--- src/rtl/alu_pkg.sv ---
// Shared types and defaults for the arithmetic blocks.
// Holds the divider state encoding and the default operand width.
package alu_pkg;

  localparam int DIV_WIDTH = 32;

  typedef enum logic [1:0] {
    IDLE = 2'd0,
    CALC = 2'd1,
    DONE = 2'd2
  } div_state_e;

endpackage

--- src/rtl/div_step.sv ---
// One restoring-division iteration: shift in the next dividend bit,
// trial-subtract the divisor magnitude and restore when the result goes negative.
import alu_pkg::*;

module div_step #(
  parameter int WIDTH = DIV_WIDTH
) (
  input  logic [WIDTH-1:0] rem,
  input  logic             next_bit,
  input  logic [WIDTH-1:0] divisor,
  output logic [WIDTH-1:0] new_rem,
  output logic             q_bit
);

  logic [WIDTH:0] shifted;
  logic [WIDTH:0] trial;

  // rem < divisor always holds, so the sign of a WIDTH+1 bit difference is exact.
  assign shifted = {rem, next_bit};
  assign trial   = shifted - {1'b0, divisor};
  assign q_bit   = ~trial[WIDTH];
  assign new_rem = q_bit ? trial[WIDTH-1:0] : shifted[WIDTH-1:0];

endmodule

--- src/rtl/seq_div.sv ---
// Sequential restoring divider, one quotient bit per cycle, signed or unsigned.
// Signs are stripped on accept and reapplied on the last iteration (truncating division).
import alu_pkg::*;

module seq_div #(
  parameter int WIDTH = DIV_WIDTH
) (
  input  logic             clk,
  input  logic             rst_n,
  input  logic             in_valid,
  output logic             in_ready,
  input  logic [WIDTH-1:0] dividend,
  input  logic [WIDTH-1:0] divisor,
  input  logic             is_signed,
  output logic             out_valid,
  input  logic             out_ready,
  output logic [WIDTH-1:0] quotient,
  output logic [WIDTH-1:0] remainder,
  output logic             div_by_zero,
  output div_state_e       state
);

  localparam int CW = $clog2(WIDTH) + 1;

  // Handshake: a transfer happens on a rising edge where valid and ready are both 1;
  // in_ready is high only in IDLE, out_valid only in DONE, and results hold until taken.
  div_state_e       state_q, state_d;
  logic [CW-1:0]    count_q;
  logic [WIDTH-1:0] acc_q;
  logic [WIDTH-1:0] dvs_q;
  logic [WIDTH-1:0] rem_q;
  logic             dvd_neg_q;
  logic             quo_neg_q;

  logic             accept;
  logic             last;
  logic             dvd_neg;
  logic             dvs_neg;
  logic [WIDTH-1:0] dvd_abs;
  logic [WIDTH-1:0] dvs_abs;
  logic [WIDTH-1:0] rem_step;
  logic             q_bit;
  logic [WIDTH-1:0] q_mag;

  assign accept  = in_valid && in_ready;
  assign last    = (count_q == CW'(WIDTH - 1));
  assign dvd_neg = is_signed && dividend[WIDTH-1];
  assign dvs_neg = is_signed && divisor[WIDTH-1];
  assign dvd_abs = dvd_neg ? -dividend : dividend;
  assign dvs_abs = dvs_neg ? -divisor : divisor;
  assign q_mag   = {acc_q[WIDTH-2:0], q_bit};

  assign in_ready  = (state_q == IDLE);
  assign out_valid = (state_q == DONE);
  assign state     = state_q;

  div_step #(.WIDTH(WIDTH)) u_step (
    .rem      (rem_q),
    .next_bit (acc_q[WIDTH-1]),
    .divisor  (dvs_q),
    .new_rem  (rem_step),
    .q_bit    (q_bit)
  );

  always_comb begin
    state_d = state_q;
    case (state_q)
      IDLE:    if (accept) state_d = (divisor == '0) ? DONE : CALC;
      CALC:    if (last) state_d = DONE;
      DONE:    if (out_ready) state_d = IDLE;
      default: state_d = IDLE;
    endcase
  end

  always_ff @(posedge clk) begin
    if (!rst_n) begin
      state_q <= IDLE;
    end else begin
      state_q <= state_d;
    end
  end

  // acc_q starts as the dividend magnitude and fills with quotient bits from the LSB.
  always_ff @(posedge clk) begin
    if (!rst_n) begin
      count_q     <= '0;
      acc_q       <= '0;
      dvs_q       <= '0;
      rem_q       <= '0;
      dvd_neg_q   <= 1'b0;
      quo_neg_q   <= 1'b0;
      quotient    <= '0;
      remainder   <= '0;
      div_by_zero <= 1'b0;
    end else begin
      case (state_q)
        IDLE: begin
          if (accept) begin
            count_q   <= '0;
            acc_q     <= dvd_abs;
            dvs_q     <= dvs_abs;
            rem_q     <= '0;
            dvd_neg_q <= dvd_neg;
            quo_neg_q <= dvd_neg ^ dvs_neg;
            if (divisor == '0) begin
              quotient    <= '1;
              remainder   <= dividend;
              div_by_zero <= 1'b1;
            end
          end
        end
        CALC: begin
          acc_q   <= q_mag;
          rem_q   <= rem_step;
          count_q <= count_q + CW'(1);
          if (last) begin
            quotient    <= quo_neg_q ? -q_mag : q_mag;
            remainder   <= dvd_neg_q ? -rem_step : rem_step;
            div_by_zero <= 1'b0;
          end
        end
        default: ;
      endcase
    end
  end

endmodule

--- config.mk ---
export PLATFORM = sky130hd
export DESIGN_NAME = seq_div
export DESIGN_NICKNAME = d
export VERILOG_FILES = /design/src/rtl/alu_pkg.sv /design/src/rtl/div_step.sv /design/src/rtl/seq_div.sv
export SDC_FILE = /design/constraint.sdc
export NUM_CORES = 1
export LEC_CHECK = 0
export ABC_AREA = 1
export BUFFER_PORTS_ARGS = -buffer_cell sky130_fd_sc_hd__clkbuf_2
export CORE_ASPECT_RATIO = 0.75
export CORE_MARGIN = 2
export CORE_UTILIZATION = 47
export DETAILED_ROUTE_END_ITERATION = 12
export PLACE_DENSITY_LB_ADDON = 0.12
export SYNTH_ARGS = -nofsm -noshare
export SYNTH_HDL_FRONTEND = slang
export SYNTH_HIERARCHICAL = 1
export SYNTH_SLANG_ARGS = --single-unit
export TNS_END_PERCENT = 1
--- constraint.sdc ---
create_clock -name clk -period 3.6 [get_ports clk]
set_input_delay 0.18 -clock clk [delete_from_list [all_inputs] [get_ports clk]]
set_output_delay 0.18 -clock clk [all_outputs]
set_load 0.05 [all_outputs]
==> results.json <==
{
  "outcome": "finished, final reports clean",
  "ys_seq_area_frac": 0.259,
  "critPathKind": "flop to flop",
  "cts_made_buffers": 17,
  "crit_chain": "inv_1, ha_4, nand2_1, inv_2, nand2_1, nand2_1, a21oi_2, nand2_2, nand2_4, nand2_2, nand2_2, nand2_4, buf_12, nand2_1, nand2_1, nor2_1, nand4_1, nand2_2, buf_4, nand3_1, nand2_1, nand3_1, nand2_1, inv_1",
  "dr.pass1.iters": 6,
  "finalSetupViolCount": 0,
  "area_growth_pct": 16.4,
  "fill_cells": 2901,
  "ys_ff_latch": 171,
  "fp.coreArea_mm2": 0.0279,
  "startpoint_type": "flop",
  "cp-end-kind": "flop",
  "multi_input_area_mm2": 0.00851,
  "place_hpwl_um": 40800,
  "critPathMostFrequentCell": "nand2_1",
  "ant_nets": 0,
  "yosysUniqueCellTypes": 46,
  "fmax_mhz": 292,
  "synth-edff-count": 0,
  "drv_slew": 0,
  "finClkSkew_ns": 0.0147,
  "vias": 15900,
  "dieWidth_um": 198,
  "path_buf_inv": 5,
  "portBuffers": 137,
  "drtIter0Drc": 1845,
  "std_cell_rows": 53,
  "crit_fanout": 14,
  "drc_errors": 0,
  "via_per_inst": 5.55,
  "clk_latency_ns": 0.44,
  "slew_headroom": 0.387,
  "grt_usage": 0.348,
  "postSynthAreaPerCell_um2": 5.66,
  "drive_gt1_frac": 0.135,
  "tightest_slew_ns": 0.920,
  "globalplace.congestion": 1.02,
  "die_h_um": 149,
  "maxCapViolations": 0,
  "routed_wl_um": 51700,
  "hold_viol": 0,
  "ioPinCount": 138,
  "critical-path-top-delay-family": "simple AND/OR/NAND/NOR gates",
  "grt_max_degree": 91,
  "cts_root_buf": "clkbuf_16",
  "nets": 2597,
  "grt_pass1_wl_um": 78200,
  "htree_levels": 4,
  "fin_crit_sh": 0.953,
  "async_reset_ff_frac": 0,
  "worst_slack_ns": 0.171,
  "ctsHoldBuffers": 0,
  "arrival_ns": 3.77,
  "synthCells": 2340,
  "clock-sinks": 171,
  "dp_slack_ns": 0.00686,
  "regArea_mm2": 0.00343,
  "cp.required_ns": 3.94,
  "critical_path.max_stage_delay_ns": 0.31,
  "avgRoutedWirePerCell_um": 18.1,
  "cpMaxStageDelayCell": "dfxtp_1",
  "die_area_mm2": 0.0295,
  "hp-class": "input pin to flop",
  "period_minus_slack_ns": 3.43,
  "antenna_found_initial": 1,
  "initial_core_util": 0.475,
  "synthesis.nets": 2447,
  "synth.cell_area_mm2": 0.0132,
  "synth_warnings": 6,
  "grt.overflow.total": 0,
  "synth_flop_cell": "dfxtp_1",
  "clk_pin_slew_ns": 0.07,
  "grt_pass1_vias": 13700,
  "clk_path_buf_depth": 2,
  "cts_tree": "done"
}
## sequential cells by signal (all words and copies together), names as in the netlist
signal,cells
rem_q,32
quotient,32
div_by_zero,1
quo_neg_q,1
remainder,32
dvd_neg_q,1
state,2
acc_q,32
count_q,6
dvs_q,32
## layout by cell type (no fill, tap or decap), drive strengths merged
cell type and n:
nand2 737, nor2 329, inv 317, nand3 192, o21ai 183, dfxtp 171
clkbuf 156, a21oi 130, buf 74, nor3 37, ha 37, nand4 35
xor2 27, o211ai 13, o21bai 9, nand3b 9, clkinv 7, o31ai 4
clkinvlp 4, and2 4, or2 4, a31oi 3, a31o 2, o221ai 2
a32o 2, nor3b 2, o22ai 2, diode 1, o21a 1, nor4 1
a21o 1, a22o 1, a22oi 1, a221oi 1, bufinv 1, and3 1
xnor2 1, fa 1
## layout make-up
cell class | instances | area share
multi-input cells | 1772 | 0.553
flip-flops and latches | 171 | 0.223
repair buffers | 211 | 0.0822
inverters | 317 | 0.0772
well taps | 357 | 0.0290
clock buffers | 19 | 0.0287
clock inverters | 12 | 0.00755
diodes | 1 | 0.000162
## metal layers
metal | track usage | wire, um | vias up
li1 | - | - | 7754
met2 | 0.447 | 19200 | 790
met1 | 0.556 | 25600 | 7293
met3 | 0.100 | 6300 | 36
met4 | 0.0643 | 542 | 2
met5 | 0 | 8 | -
## metrics by stage
step	utilization	TNS (ns)	hold WS [ns]	cell area [um^2]	std cells
after global routing	0.553	-0.0306	0.0481	15400	2859
after floorplan	-	0	0.340	13200	2340
after CTS	0.543	0	0.0212	15100	2855
after detailed placement	0.523	0	0.440	14600	2824
final	0.553	0	0.0423	15400	2860
after global placement	0.523	0	0.440	14600	2824
## worst register-to-register path, cell delays in order, from the launching register on
cell and delay (ns):
dfxtp_1 0.31, inv_1 0.26, ha_4 0.28, nand2_1 0.08, inv_2 0.05, nand2_1 0.09, nand2_1 0.08, a21oi_2 0.14
nand2_2 0.10, nand2_4 0.09, nand2_2 0.07, nand2_2 0.09, nand2_4 0.10, buf_12 0.16, nand2_1 0.06, nand2_1 0.12
nor2_1 0.30, nand4_1 0.28, nand2_2 0.20, buf_4 0.14, nand3_1 0.06, nand2_1 0.08, nand3_1 0.08, nand2_1 0.07
inv_1 0.04
## cell families after synthesis
family	after synthesis	synth area share
AO/OA/AOI/OAI	355	0.143
flip-flops	171	0.259
adder cells (fa/ha/maj)	38	0.0365
AND/OR/NAND/NOR	1350	0.425
XOR/XNOR	28	0.0185
buffers and inverters	398	0.118
## synth_stat cells (6+ instances only)
master    instances  area (um^2)
clkbuf_1         45          169
buf_2            17         85.1
dfxtp_1         171         3420
o21bai_1          9         67.6
nor3_2           14          140
xor2_1           27          236
nand3b_1          9         67.6
inv_1           308         1160
nand4_1          35          219
nand2_1         724         2720
ha_1             37          463
o21ai_1          13         65.1
o21ai_0         170          851
o211ai_1         13         97.6
inv_2             6         22.5
nand3_1         192          961
nor2_1          327         1230
a21oi_1         128          641
nor3_1           23          115
buf_4             6         45.0
buf_1             9         33.8
nand2_2          10         62.6
## final timing paths
check	startpoint	endpoint	slack, ns	cells after the start
max	dvs_q[10]	remainder[28]	0.17	24
min	divisor[26]	dvs_q[26]	0.04	4
max reg2reg	dvs_q[10]	remainder[28]	0.17	24
min reg2reg	dvs_q[28]	dvs_q[28]	0.45	2
## timing repair
item | CTS | global route
setup endpoints to repair | 2 | 45
setup buffers | 0 | 3
cloned | 0 | 1
pin swaps | 1 | 7
resized for setup | 3 | 57
Power is not shown: default switching activity piles up to over one toggle a cycle in this logic, so the estimate is an artifact.
